[config.mk]
export PLATFORM = sky130hd
export DESIGN_NAME = interrupt_sequencer
export DESIGN_NICKNAME = d
export VERILOG_FILES = /design/src/rtl/intc_pkg.sv /design/src/rtl/interrupt_sequencer.sv
export SDC_FILE = /design/constraint.sdc
export NUM_CORES = 1
export LEC_CHECK = 0
export CAP_MARGIN = 40
export CORE_MARGIN = 2
export CORE_UTILIZATION = 43
export CTS_BUF_LIST = sky130_fd_sc_hd__clkbuf_8
export DETAILED_ROUTE_END_ITERATION = 10
export GPL_TIMING_DRIVEN = 1
export PLACE_DENSITY_LB_ADDON = 0.3
export SLEW_MARGIN = 40
export SYNTH_ARGS = -nofsm -noshare
export SYNTH_HDL_FRONTEND = slang
export SYNTH_SLANG_ARGS = --single-unit
[constraint.sdc]
create_clock -name clk -period 3.9 [get_ports clk]
set_input_delay 0.78 -clock clk [delete_from_list [all_inputs] [get_ports clk]]
set_output_delay 0.78 -clock clk [all_outputs]
set_load 0.02 [all_outputs]
[src/rtl/intc_pkg.sv]
// Shared definitions for the interrupt sequencer: state codes, word widths,
// flag field layout and small state-class helpers.
package intc_pkg;

   localparam int DATA_W = 16;
   localparam int FLAG_W = 3;

   // Flag word layout {C,N,Z}; bits above FLAG_W are zero on the stack.
   localparam int FL_C = 2;
   localparam int FL_N = 1;
   localparam int FL_Z = 0;

   // Entry pushes PC high, PC low, flags; return pops them in reverse.
   localparam logic [3:0] S_IDLE    = 4'd0;
   localparam logic [3:0] S_DRAIN   = 4'd1;
   localparam logic [3:0] S_PUSH_HI = 4'd2;
   localparam logic [3:0] S_PUSH_LO = 4'd3;
   localparam logic [3:0] S_PUSH_FL = 4'd4;
   localparam logic [3:0] S_VECTOR  = 4'd5;
   localparam logic [3:0] S_POP_FL  = 4'd6;
   localparam logic [3:0] S_WAIT_FL = 4'd7;
   localparam logic [3:0] S_POP_LO  = 4'd8;
   localparam logic [3:0] S_WAIT_LO = 4'd9;
   localparam logic [3:0] S_POP_HI  = 4'd10;
   localparam logic [3:0] S_WAIT_HI = 4'd11;
   localparam logic [3:0] S_RESUME  = 4'd12;

   function automatic logic is_push(input logic [3:0] s);
      return (s == S_PUSH_HI) || (s == S_PUSH_LO) || (s == S_PUSH_FL);
   endfunction

   function automatic logic is_pop(input logic [3:0] s);
      return (s == S_POP_FL) || (s == S_POP_LO) || (s == S_POP_HI);
   endfunction

endpackage

[src/rtl/interrupt_sequencer.sv]
// Interrupt entry / RTI return sequencer. Freezes fetch, drains the pipe,
// pushes PC and flags through the idle memory stage, redirects to the
// handler vector, and on RTI pops everything back and restores flags.
module interrupt_sequencer #(
   parameter int PC_W         = 32,
   parameter int DATA_W       = intc_pkg::DATA_W,
   parameter int DRAIN_CYCLES = 3,
   parameter logic [PC_W-1:0] INT_VECTOR = PC_W'(32'h0000_0020)
) (
   input  logic              clk,
   input  logic              rst,
   input  logic              int_req,
   input  logic              rti_ex,
   input  logic [PC_W-1:0]   pc_return,
   input  logic [2:0]        flags_cur,
   input  logic              mem_busy,
   input  logic              mem_rvalid,
   input  logic [DATA_W-1:0] mem_rdata,
   output logic              stall_fe,
   output logic              mem_push,
   output logic              mem_pop,
   output logic [DATA_W-1:0] mem_wdata,
   output logic              flag_regsel,
   output logic [2:0]        flags_pop,
   output logic              pc_load,
   output logic [PC_W-1:0]   pc_load_value,
   output logic              busy,
   output logic              int_ack
);
   import intc_pkg::*;

   localparam int CNT_W = (DRAIN_CYCLES > 1) ? $clog2(DRAIN_CYCLES) : 1;

   logic [3:0]        state;
   logic              pending;
   logic              in_handler;
   logic [PC_W-1:0]   ret_pc;     // captured on entry, reassembled on return
   logic [FLAG_W-1:0] saved_fl;
   logic [FLAG_W-1:0] fl_pop_q;
   logic              regsel_q;
   logic [CNT_W-1:0]  drain_cnt;
   logic              accept;
   logic              cap_fl;

   // RTI has priority; the interrupt stays pending and is taken later.
   assign accept = (state == S_IDLE) && !rti_ex && pending && !in_handler;
   assign cap_fl = (state == S_WAIT_FL) && mem_rvalid;

   // Sequencer state, pending/mask bits, captured context and pop data.
   always_ff @(posedge clk or posedge rst) begin
      if (rst) begin
         state      <= S_IDLE;
         pending    <= 1'b0;
         in_handler <= 1'b0;
         ret_pc     <= '0;
         saved_fl   <= '0;
         fl_pop_q   <= '0;
         regsel_q   <= 1'b0;
         drain_cnt  <= '0;
      end else begin
         // A request on the accept edge re-arms pending rather than being lost.
         pending  <= int_req | (pending & ~accept);
         regsel_q <= cap_fl;
         case (state)
            S_IDLE: begin
               if (rti_ex) begin
                  state <= S_POP_FL;
               end else if (accept) begin
                  ret_pc    <= pc_return;
                  saved_fl  <= flags_cur;
                  drain_cnt <= '0;
                  state     <= S_DRAIN;
               end
            end
            S_DRAIN: begin
               if (drain_cnt == CNT_W'(DRAIN_CYCLES - 1)) state <= S_PUSH_HI;
               else drain_cnt <= drain_cnt + 1'b1;
            end
            S_PUSH_HI: if (!mem_busy) state <= S_PUSH_LO;
            S_PUSH_LO: if (!mem_busy) state <= S_PUSH_FL;
            S_PUSH_FL: if (!mem_busy) state <= S_VECTOR;
            S_VECTOR: begin
               in_handler <= 1'b1;
               state      <= S_IDLE;
            end
            S_POP_FL: if (!mem_busy) state <= S_WAIT_FL;
            S_WAIT_FL: begin
               if (mem_rvalid) begin
                  fl_pop_q <= mem_rdata[FLAG_W-1:0];
                  state    <= S_POP_LO;
               end
            end
            S_POP_LO: if (!mem_busy) state <= S_WAIT_LO;
            S_WAIT_LO: begin
               if (mem_rvalid) begin
                  ret_pc[DATA_W-1:0] <= mem_rdata;
                  state              <= S_POP_HI;
               end
            end
            S_POP_HI: if (!mem_busy) state <= S_WAIT_HI;
            S_WAIT_HI: begin
               if (mem_rvalid) begin
                  ret_pc[PC_W-1:DATA_W] <= mem_rdata;
                  state                 <= S_RESUME;
               end
            end
            S_RESUME: begin
               in_handler <= 1'b0;
               state      <= S_IDLE;
            end
            default: state <= S_IDLE;
         endcase
      end
   end

   // Outputs decoded from state; push/pop additionally gate on mem_busy.
   always_comb begin
      stall_fe      = (state != S_IDLE);
      busy          = (state != S_IDLE);
      mem_push      = is_push(state) && !mem_busy;
      mem_pop       = is_pop(state) && !mem_busy;
      int_ack       = accept;
      pc_load       = (state == S_VECTOR) || (state == S_RESUME);
      // Regsel spans the capture cycle and the next, so the flag register
      // sees a whole negedge with the popped value on flags_pop.
      flag_regsel   = cap_fl | regsel_q;
      flags_pop     = cap_fl ? mem_rdata[FLAG_W-1:0] : fl_pop_q;
      mem_wdata     = '0;
      pc_load_value = '0;
      case (state)
         S_PUSH_HI: mem_wdata = ret_pc[PC_W-1:DATA_W];
         S_PUSH_LO: mem_wdata = ret_pc[DATA_W-1:0];
         S_PUSH_FL: mem_wdata = {{(DATA_W-FLAG_W){1'b0}}, saved_fl};
         S_VECTOR:  pc_load_value = INT_VECTOR;
         S_RESUME:  pc_load_value = ret_pc;
         default: ;
      endcase
   end

endmodule
Word-level counts from Yosys, hierarchy flattened

Cells that the tools add are included.

$add $sub $neg: 1
Multipliers: 0
Divide/modulo/power cells: 0
$lt $le $gt $ge: 0
Equal/unequal tests: 27
Shifts and indexed selects: 0
Mux-type cells: 26
Bitwise logic cells: 5
Reductions and logical operators: 26

Operators by type and width:

| operator             | number |
|---|---|
| $mux W32             | 2 |
| $pmux W16 S2         | 2 |
| $pmux W32 S2         | 1 |
| $mux W4              | 12 |
| $pmux W16 S3         | 1 |
| $pmux W4 S11         | 1 |
| $ne A2 B2 Y1 const B | 13 |
| $eq A4 B4 Y1 const B | 5 |
| $eq A4 B3 Y1 const B | 4 |
| $mux W16             | 1 |
| $reduce_and A4 Y1    | 3 |
| $reduce_and A11 Y1   | 1 |
| $eq A4 B2 Y1 const B | 2 |
| $reduce_bool A2 Y1   | 4 |
| $logic_and A1 B1 Y1  | 6 |
| $mux W2              | 3 |
| $logic_or A1 B1 Y1   | 5 |
| $eq A4 B1 Y1 const B | 1 |
| $logic_not A4 Y1     | 1 |
| $pmux W2 S2          | 1 |
| $reduce_bool A4 Y1   | 1 |
| $logic_not A1 Y1     | 3 |
| $mux W3              | 1 |
| $ne A3 B3 Y1 const B | 1 |
| other kinds (8)      | 10 |

Flip-flop bits (word level): 47
Bits in latches: 0
Bits in writable memories: 0
Bits in read-only memories: 0
Input port bits: 57
Output and inout port bits: 58
Logic and storage cells: 94
Memories kept: 0

Longest topological paths before layout

Gate-level depths: netlist (run 1).

Depth in word-level cells: 7
Depth in mapped cells: 8
Gate-level depth less buffers: 6

Worst setup path before layout (run 1)

Ideal clock, no wire load.

Path type: reg-to-reg
From: reg state[3]
To: reg ret_pc[16]
Setup time: 0.125 ns
Arrival: 2.507 ns
Slack: 1.269 ns
Cell stages (with the launch flop): 9
Buffers on the path: 4
Period minus slack after synthesis: 2.631 ns
Cells stage by stage: dfrtp_1 buf_6 or4_1 buf_2 nor4b_4 o22a_1 buf_4 buf_6 mux2_2

Word-level cells in the longest chain between the ends: 6
Elaborated cells between the ends (all ways): 11

RTL lines:

| item                               | RTL line                   | source |
|---|---|---|
| from (decl)                        | interrupt_sequencer.sv:34  | `logic [3:0] state;` |
| from (signal assigned)             | interrupt_sequencer.sv:52  | `state <= S_IDLE;` |
| from (signal assigned)             | interrupt_sequencer.sv:67  | `state <= S_POP_FL;` |
| from (signal assigned)             | interrupt_sequencer.sv:72  | `state <= S_DRAIN;` |
| $logic_not A4 Y1                   | interrupt_sequencer.sv:46  | `assign accept = (state == S_IDLE) && !rti_ex && pending && !in_handler;` |
| $logic_and A1 B1 Y1 (3 in series)  | interrupt_sequencer.sv:46  |  |
| net int_ack                        | interrupt_sequencer.sv:28  | `output logic int_ack` |
| $ne A2 B2 Y1 (no source line)      | -                          |  |
| $reduce_and A4 Y1 (no source line) | -                          |  |
| to (signal assigned)               | interrupt_sequencer.sv:69  | `ret_pc <= pc_return;` |
| to (signal, indexed assignment)    | interrupt_sequencer.sv:96  | `ret_pc[DATA_W-1:0] <= mem_rdata;` |
| to (signal, indexed assignment)    | interrupt_sequencer.sv:103 | `ret_pc[PC_W-1:DATA_W] <= mem_rdata;` |
| to (decl)                          | interrupt_sequencer.sv:37  | `logic [PC_W-1:0] ret_pc;` |

The timed path passes the listed nets, and every way through them passes these cells.
A chain may end at the register's enable or synchronous reset.

Worst setup path after layout (run 1)

From: in mem_rvalid
To: out flags_pop[2]

Word-level cells in the longest chain between the ends: 2

RTL lines:

| item                | RTL line                   | source |
|---|---|---|
| from (decl)         | interrupt_sequencer.sv:17  | `input logic mem_rvalid,` |
| $logic_and A1 B1 Y1 | interrupt_sequencer.sv:47  | `assign cap_fl = (state == S_WAIT_FL) && mem_rvalid;` |
| $mux W3             | interrupt_sequencer.sv:127 | `flags_pop = cap_fl ? mem_rdata[FLAG_W-1:0] : fl_pop_q;` |
| to (decl)           | interrupt_sequencer.sv:24  | `output logic [2:0] flags_pop,` |

Every way passes these cells.

==> reports/metrics.yaml, run 1 <==
worst_setup_path:
  reg2reg_slack_ns: 0.88
  crit_chain: "clkdlybuf4s50_1 -> nand4_1 -> mux2_2 -> clkdlybuf4s50_1"
  crit_path_start_kind: "input port"
  crit_required_ns: 3.12
  critical_path.slowest_cell: "clkdlybuf4s50_1"
  cpPeakStageDelay_ns: 0.60
  worst_path_most_repeated_cell: "clkdlybuf4s50_1"
  worstSetupPathType: "input port to primary output"
  crit_path_end_kind: "primary output"
  cp.arrival_ns: 2.64
  worstPathMaxFanout: 6
  cpLargestDelayFamily: "buffers and inverters"
  cp_num_buf_inv: 2
grt:
  antenna_found_initial: 0
  grt_pass1_wl_um: 13080
  grt-ovfl-total: 0
  grt_pass1_vias: 2648
  grt_max_degree: 48
  grt_usage: 0.2189
finish:
  design_area_um2: 4379
  drive_gt1_frac: 0.2481
  mostFrequentLayoutCells: "114 x clkdlybuf4s50_1, 60 x mux2_2, 47 x dfrtp_1"
  n_antenna_cell: 0
  layout_commonest_cell: "clkdlybuf4s50_1"
  utilization: 0.6446
  fin_nets: 448
  syn_to_final_growth_pct: 44.63
timing:
  slew_viol_final: 0
  tightest_slew_ns: 0.6062
  final.period_utilization: 0.8775
  rsz0062_at_grt: "no"
  max_slew_margin: 0.5959
  period_needed_ns: 3.422
  skew_ns: 0.01449
  hold_viol: 0
  fmax_mhz: 292.2
  finalSetupTns_ns: 0
  setup_viol_count_final: 0
synthesis:
  syn_inst: 277
  syn-cell-area_um2: 3028
  synth_ff_type: "dfrtp_1"
  ys_seq_elements: 47
  syn_area_per_cell_um2: 10.93
  yosysSeqAreaShare: 0.3884
  syn_nets: 335
  ys_types: 46
  async_flop_share: 1.000
  ys_warn_count: 0
  synth_enable_flop_cells: 0
job:
  drv_cap: 0
worst_hold_path:
  hold_path.class: "register to register"
floorplan:
  die_area_um2: 7729
  pin_count: 115
  core_area_um2: 6794
  die_x_um: 87.92
  die_y_um: 87.92
  rows: 30
  start_util: 0.4457
pwr:
  p_int_mw: 1.565
  power_frac_clock: 0.111
  switchingPower_mw: 1.037
  power.density_nw_per_um2: 594.3
  total_power_mw: 2.603
  seqPwrFrac: 0.350
  sw_frac_of_total: 0.3986
  ir_drop_v: 0.0002839
  leakage_nw: 1.846
  combPwrFrac: 0.539
routing:
  firstDrtPassIters: 4
  dr_total_vias: 2563
  dr.first_iter.drc_count: 120
  ant_nets: 0
  wl_um: 8168
  drc_errors: 0
  drt-vias-per-instance: 5.263
  wire_per_inst_um: 16.77
clock_tree:
  cts_tree: "yes"
  holdBufCountCts: 0
  h-tree-depth: 2
  cts_buffers: 5
  clk_latency_ns: 0.30
  path_clk_slew_ns: 0.10
  cts_buffer_depth: 2
  clockRootBuffer: "clkbuf_8"
  post_cts_buffers: 0
  post_cts_resized: 0
  clock-sinks: 47
placed_design:
  postPlaceCellArea_um2: 4298
  place_congestion: 0.8363
  numPortBuffers: 114
  dpl.hpwl_um: 5896
status:
  status: "complete, no violations"
[cells in the mapped netlist (all sizes together) (2+ instances only)]
master  count  share of area
mux2       70           0.27
dfrtp      47           0.39
and2       31          0.064
a22o       13          0.038
clkbuf     13          0.016
nand2      11          0.014
nand2b      9          0.019
buf         8          0.020
inv         7         0.0087
nor2b       7          0.014
a21oi       6         0.0099
nor2        6         0.0083
nor3        6         0.0099
o21ai       6         0.0099
a22oi       3         0.0074
mux2i       3         0.0099
nor3b       3         0.0074
nand3b      2         0.0050
nor4        2         0.0041
nor4b       2          0.011
o31ai       2         0.0050
or4         2         0.0050
[flip-flops by register name, indices dropped and copies added (netlist names)]
signal / cells
drain_cnt: 2
fl_pop_q: 3
in_handler: 1
pending: 1
regsel_q: 1
ret_pc: 32
saved_fl: 3
state: 4
[power by group through the flow]
| stage | clock (mW) | combinational, mW | sequential [mW] |
|---|---|---|---|
| floorplan | 0 | 0.983 | 0.814 |
| global placement | 0 | 1.38 | 0.900 |
| detailed placement | 0 | 1.40 | 0.915 |
| CTS | 0.291 | 1.41 | 0.907 |
| global route | 0.311 | 1.52 | 0.946 |
| finish | 0.290 | 1.40 | 0.911 |
[through the flow]
| step | hold slack, ns | setup WS [ns] | cells |
|---|---|---|---|
| after floorplan | 0.4589 | 1.269 | 277 |
| after global placement | 0.4810 | 0.5006 | 479 |
| after detailed placement | 0.4889 | 0.4675 | 479 |
| after CTS | 0.5044 | 0.4578 | 487 |
| after global routing | 0.5290 | 0.3448 | 487 |
| final | 0.4963 | 0.4779 | 487 |
[layout make-up]
class | count | area (µm²)
clock inverter | 3 | 12.51
sequential | 47 | 1176
inverter | 7 | 28.78
fill | 565 | 2415
tap | 96 | 120.1
clock buffer | 5 | 68.82
multi-input combinational | 202 | 1734
timing repair buffer | 127 | 1239
[kinds of logic after synthesis]
logic type,synth area share
simple gates,0.1752
mux,0.2826
flops,0.3884
compound gates,0.1046
buf+inv,0.04504
fa+ha+maj,0.004132
[metal layers]
metal	vias up	global-route usage	wire length, µm
met1	1243	0.2800	3490
met2	92	0.3636	3975
met4	0	0.06014	89
met5	-	0	0
li1	1219	-	-
met3	9	0.06315	611
[worst paths after layout]
check / from / end / cells after the start
setup / recovery: mem_rvalid / flags_pop[2] / 4
hold / removal: drain_cnt[0]$_DFFE_PP0P_ / drain_cnt[0]$_DFFE_PP0P_ / 1
setup reg to reg: state[1]$_DFFE_PP0P_ / ret_pc[20]$_DFFE_PP0P_ / 7
hold reg to reg: drain_cnt[0]$_DFFE_PP0P_ / drain_cnt[0]$_DFFE_PP0P_ / 1
max in group asynchronous: rst / ret_pc[26]$_DFFE_PP0P_ / 2
min in group asynchronous: rst / regsel_q$_DFF_PP0_ / 2
No activity file was read; power rests on OpenSTA's default activity.
==> run 2: changes to the inputs <==
--- a/config.mk
+++ b/config.mk
@@ -5,9 +5,10 @@
 export SDC_FILE = /design/constraint.sdc
 export NUM_CORES = 1
 export LEC_CHECK = 0
+export ABC_CLOCK_PERIOD_IN_PS = 3900
 export CAP_MARGIN = 40
 export CORE_MARGIN = 2
-export CORE_UTILIZATION = 43
+export CORE_UTILIZATION = 30
 export CTS_BUF_LIST = sky130_fd_sc_hd__clkbuf_8
 export DETAILED_ROUTE_END_ITERATION = 10
 export GPL_TIMING_DRIVEN = 1
==> run 2 against run 1 <==
Compared with the run above: combinational power fell by 3%; routed wire length increased by 6.5%; non-clock buffer count decreased by 1; register-to-register slack got worse by 0.03 ns; hold slack gained 0.014 ns; sequential power up 4.5%; via count down 1.6%; sequential cell count stayed put; core utilization is 19 points lower; fmax is 0.25% higher; die area increased by 41%; largest power group unchanged.
==> reports/metrics.yaml, run 2 (same netlist as run 1, synthesis figures left out) <==
job:
  drv_cap: 0
worst_hold_path:
  min_to: "fl_pop_q[1]$_DFFE_PP0P_"
  whs_path_depth: 1
  min_from: "fl_pop_q[1]$_DFFE_PP0P_"
  hold_path.class: "register to register"
worst_setup_path:
  worstPathMaxFanout: 27
  crit_required_ns: 3.12
  worstSetupPathType: "register to primary output"
  reg2reg_slack_ns: 0.85
  cp_num_buf_inv: 1
  rr_worst_depth: 6
  cpPeakStageDelay_ns: 0.76
  crit_chain: "or4_1 -> nor4b_4 -> clkdlybuf4s50_1"
  cp.arrival_ns: 2.63
  crit_path_start_kind: "register"
  critical_path.slowest_cell: "or4_1"
  crit_path_end_kind: "primary output"
  cpLargestDelayFamily: "simple AND/OR/NAND/NOR gates"
  r2r-start: "state[3]$_DFFE_PP0P_"
  r2r-end: "ret_pc[25]$_DFFE_PP0P_"
timing:
  finalSetupTns_ns: 0
  max_slew_margin: 0.5170
  period_needed_ns: 3.414
  fmax_mhz: 292.9
  hold_viol: 0
  final.period_utilization: 0.8753
  setup_viol_count_final: 0
  slew_viol_final: 0
  skew_ns: 0.01165
  tightest_slew_ns: 0.7244
  rsz0062_at_grt: "no"
  hold_ws_ns: 0.5100
placed_design:
  dpl.hpwl_um: 6233
  numPortBuffers: 114
  postPlaceCellArea_um2: 4337
  place_congestion: 0.8184
status:
  status: "complete, no violations"
routing:
  wl_um: 8695
  drt-vias-per-instance: 4.820
  dr_total_vias: 2521
  drc_errors: 0
  ant_nets: 0
  wire_per_inst_um: 16.63
  dr.first_iter.drc_count: 54
  firstDrtPassIters: 6
clock_tree:
  clk_latency_ns: 0.30
  holdBufCountCts: 0
  cts_buffer_depth: 2
  cts_buffers: 5
  post_cts_resized: 0
  cts_tree: "yes"
  h-tree-depth: 2
  clock-sinks: 47
  path_clk_slew_ns: 0.09
  clockRootBuffer: "clkbuf_8"
  post_cts_buffers: 0
floorplan:
  die_area_um2: 10910
  die_x_um: 104.5
  rows: 36
  start_util: 0.3098
  core_area_um2: 9774
  die_y_um: 104.5
  pin_count: 115
pwr:
  total_power_mw: 2.639
  power.density_nw_per_um2: 594.8
  ir_drop_v: 0.0002127
  leakage_nw: 1.847
finish:
  fin_nets: 447
  fill_cells: 946
  drive_gt1_frac: 0.2487
  design_area_um2: 4437
  largest_reg_flops: 32
  top_register: "ret_pc"
  utilization: 0.4539
  mostFrequentLayoutCells: "114 x clkdlybuf4s50_1, 60 x mux2_2, 47 x dfrtp_1"
  top_regs: "ret_pc: 32 flops, state: 4 flops"
  layout_commonest_cell: "clkdlybuf4s50_1"
  syn_to_final_growth_pct: 46.53
  n_antenna_cell: 0
grt:
  grt_pass1_vias: 2743
  grt_pass1_wl_um: 14380
  grt-ovfl-total: 0
  grt_max_degree: 48
  grt_usage: 0.1640
  antenna_found_initial: 0
==> run 2: cell count changes in the layout (fill, tap and decap cells not counted) <==
cell | previous run | this run
inv_1 | 8 | 7
clkinv_2 | 1 | 0
clkbuf_8 | 5 | 7
buf_4 | 13 | 12
==> run 2: power breakdown <==
group | total (mW) | internal, mW | switching (mW)
sequential | 0.952 | 0.705 | 0.247
combinational | 1.36 | 0.735 | 0.623
clock | 0.329 | 0.160 | 0.170
==> run 2: cell type report <==
cell class / count / area [µm²] / share of cell area
multi-input cells: 202 / 1734 / 0.3909
inverters: 7 / 28.78 / 0.006486
repair buffers: 126 / 1231 / 0.2775
clock buffers: 7 / 96.34 / 0.02171
well taps: 133 / 166.4 / 0.03751
clock inverters: 1 / 3.754 / 0.0008460
flip-flops and latches: 47 / 1176 / 0.2651
==> run 2: worst max path at each step <==
stage / from / end / slack, ns / cells after the start
floorplan: state[3]$_DFFE_PP0P_ / ret_pc[16]$_DFFE_PP0P_ / 1.27 / 8
global placement: mem_rvalid / flags_pop[0] / 0.54 / 4
detailed placement: mem_rvalid / flags_pop[2] / 0.54 / 4
CTS: state[3]$_DFFE_PP0P_ / int_ack / 0.49 / 3
global route: state[3]$_DFFE_PP0P_ / int_ack / 0.36 / 3
finish: state[3]$_DFFE_PP0P_ / int_ack / 0.49 / 3
==> run 2: layer usage <==
metal	share of wire	global-route usage	vias to the layer above
met4	0.0090	0.03378	0
met3	0.053	0.04887	6
li1	-	-	1215
met1	0.45	0.2038	1224
met2	0.49	0.2810	76
met5	0	0	-
==> run 2: through the flow <==
stage	instances	setup slack, ns
floorplan	277	1.269
global placement	515	0.5444
detailed placement	515	0.5382
CTS	523	0.4855
global route	523	0.3638
finish	523	0.4863
==> run 3: changes to the inputs <==
--- a/config.mk
+++ b/config.mk
@@ -5,8 +5,10 @@
 export SDC_FILE = /design/constraint.sdc
 export NUM_CORES = 1
 export LEC_CHECK = 0
-export ABC_CLOCK_PERIOD_IN_PS = 3900
+export ABC_CLOCK_PERIOD_IN_PS = 3800
 export CAP_MARGIN = 40
+export CELL_PAD_IN_SITES_DETAIL_PLACEMENT = 0
+export CELL_PAD_IN_SITES_GLOBAL_PLACEMENT = 1
 export CORE_MARGIN = 2
 export CORE_UTILIZATION = 30
 export CTS_BUF_LIST = sky130_fd_sc_hd__clkbuf_8
==> constraint.sdc (replaced) <==
create_clock -name clk -period 3.8 [get_ports clk]
set_input_delay 0.76 -clock clk [delete_from_list [all_inputs] [get_ports clk]]
set_output_delay 0.76 -clock clk [all_outputs]
set_load 0.02 [all_outputs]
==> run 3 against run 2 <==
Compared with the run above: cell count is 0.38% lower; design area is 0.31% lower; sequential power is 2% higher; die area stayed put; clock power is 5% lower; via count is 0.24% lower.
==> reports/metrics.yaml, run 3 (same netlist as run 1, synthesis figures left out) <==
status:
  status: "complete, no violations"
timing:
  period_needed_ns: 3.395
  hold_viol: 0
  slew_viol_final: 0
  skew_ns: 0.01018
  setup_viol_count_final: 0
  tightest_slew_ns: 0.6902
  rsz0062_at_grt: "no"
  setup_slack_ns: 0.4052
  finalSetupTns_ns: 0
  max_slew_margin: 0.5399
  final.period_utilization: 0.8934
  fmax_mhz: 294.6
worst_setup_path:
  r2r-start: "state[1]$_DFFE_PP0P_"
  worst_path_most_repeated_cell: "clkdlybuf4s50_1"
  crit_path_end_kind: "primary output"
  crit_chain: "clkdlybuf4s50_1 -> nand4_1 -> mux2_2 -> clkdlybuf4s50_1"
  r2r-end: "ret_pc[29]$_DFFE_PP0P_"
  critical_path.slowest_cell: "clkdlybuf4s50_1"
  worstPathMaxFanout: 6
  cp.depth: 4
  cpPeakStageDelay_ns: 0.60
  reg2reg_slack_ns: 1.03
  rr_worst_depth: 6
  crit_path_start_kind: "input port"
  cp_num_buf_inv: 2
  crit_required_ns: 3.04
  worstSetupPathType: "input port to primary output"
  cpLargestDelayFamily: "buffers and inverters"
  cp.arrival_ns: 2.63
  crit_start: "mem_rvalid"
  worstSetupEndpoint: "flags_pop[2]"
floorplan:
  die_y_um: 104.5
  pin_count: 115
  die_x_um: 104.5
  start_util: 0.3098
  die_area_um2: 10910
  core_area_um2: 9774
  rows: 36
pwr:
  leakage_nw: 1.830
  power.density_nw_per_um2: 607.2
  ir_drop_v: 0.0002216
routing:
  dr_total_vias: 2515
  drc_errors: 0
  dr.first_iter.drc_count: 102
  ant_nets: 0
  firstDrtPassIters: 4
  wl_um: 8824
  wire_per_inst_um: 16.94
  drt-vias-per-instance: 4.827
finish:
  largest_reg_flops: 32
  final_cells: 521
  design_area_um2: 4423
  drive_gt1_frac: 0.2448
  mostFrequentLayoutCells: "114 x clkdlybuf4s50_1, 60 x mux2_2, 47 x dfrtp_1"
  fill_cells: 938
  top_register: "ret_pc"
  syn_to_final_growth_pct: 46.07
  fin_nets: 445
  n_antenna_cell: 0
  layout_commonest_cell: "clkdlybuf4s50_1"
  top_regs: "ret_pc: 32 flops, state: 4 flops"
placed_design:
  place_congestion: 0.7475
  postPlaceCellArea_um2: 4334
  dpl.hpwl_um: 6258
  numPortBuffers: 114
  dp_cells: 513
  dp_slack_ns: 0.3846
grt:
  antenna_found_initial: 0
  grt-ovfl-total: 0
  grt_max_degree: 48
  grt_pass1_wl_um: 14330
  grt_usage: 0.1657
  grt_pass1_vias: 2685
clock_tree:
  holdBufCountCts: 0
  cts_buffer_depth: 2
  cts_tree: "yes"
  clockRootBuffer: "clkbuf_8"
  h-tree-depth: 2
  clock-sinks: 47
  path_clk_slew_ns: 0.09
  post_cts_resized: 0
  cts_buffers: 5
  clk_latency_ns: 0.30
  post_cts_buffers: 0
worst_hold_path:
  hold_path.class: "register to register"
job:
  drv_cap: 0
==> run 3: changes by cell type in the layout (fill, tap and decap cells not counted) <==
cell	previous run	this run
clkbuf_8	7	5
inv_6	0	1
clkinvlp_4	0	1
buf_4	12	9
buf_12	0	1
==> run 3: cell type report <==
type / instances / area (µm²) / share of cell area
multi-input combinational: 202 / 1734 / 0.3921
sequential: 47 / 1176 / 0.2659
clock inverter: 3 / 20.02 / 0.004526
tap: 133 / 166.4 / 0.03762
inverter: 7 / 28.78 / 0.006506
clock buffer: 5 / 68.82 / 0.01556
timing repair buffer: 124 / 1229 / 0.2778
==> run 3: through the flow <==
step                      hold WS, ns  power, mW  utilization
after global placement         0.4804      2.360       0.4432
after global routing           0.5358      2.892       0.4525
after detailed placement       0.4823      2.384       0.4434
after CTS                      0.5036      2.714       0.4525
final                          0.5013      2.686       0.4525
after floorplan                0.4589      1.844            -
==> run 3: worst min path at each step <==
stage	startpoint	to	slack, ns	depth (start not counted)
2_1_floorplan	drain_cnt[0]$_DFFE_PP0P_	drain_cnt[0]$_DFFE_PP0P_	0.46	1
3_3_place_gp	fl_pop_q[2]$_DFFE_PP0P_	fl_pop_q[2]$_DFFE_PP0P_	0.48	1
3_5_place_dp	fl_pop_q[2]$_DFFE_PP0P_	fl_pop_q[2]$_DFFE_PP0P_	0.48	1
4_1_cts	drain_cnt[0]$_DFFE_PP0P_	drain_cnt[0]$_DFFE_PP0P_	0.50	1
5_1_grt	fl_pop_q[2]$_DFFE_PP0P_	fl_pop_q[2]$_DFFE_PP0P_	0.54	1
6_report	drain_cnt[0]$_DFFE_PP0P_	drain_cnt[0]$_DFFE_PP0P_	0.50	1
==> run 3: power breakdown <==
group,switching [mW],leakage [nW],internal [mW]
combinational,0.655,1.20,0.750
sequential,0.244,0.581,0.723
clock,0.183,0.0460,0.130
total,1.08,1.83,1.60
==> run 3: routing by layer <==
metal  vias to the layer above  share of wire  global-route usage
met4                         0         0.0043             0.03378
met3                         2          0.068             0.05075
met2                        74           0.51              0.2899
met5                         -              0                   0
li1                       1221              -                   -
met1                      1218           0.42              0.2001
==> run 3: worst register-to-register path, cell delays in order, from the launching register on <==
cell     delay, ns
dfrtp_1       0.64
or4_1         0.73
nor4b_4       0.29
buf_4         0.23
o22a_1        0.14
buf_4         0.26
mux2_2        0.38
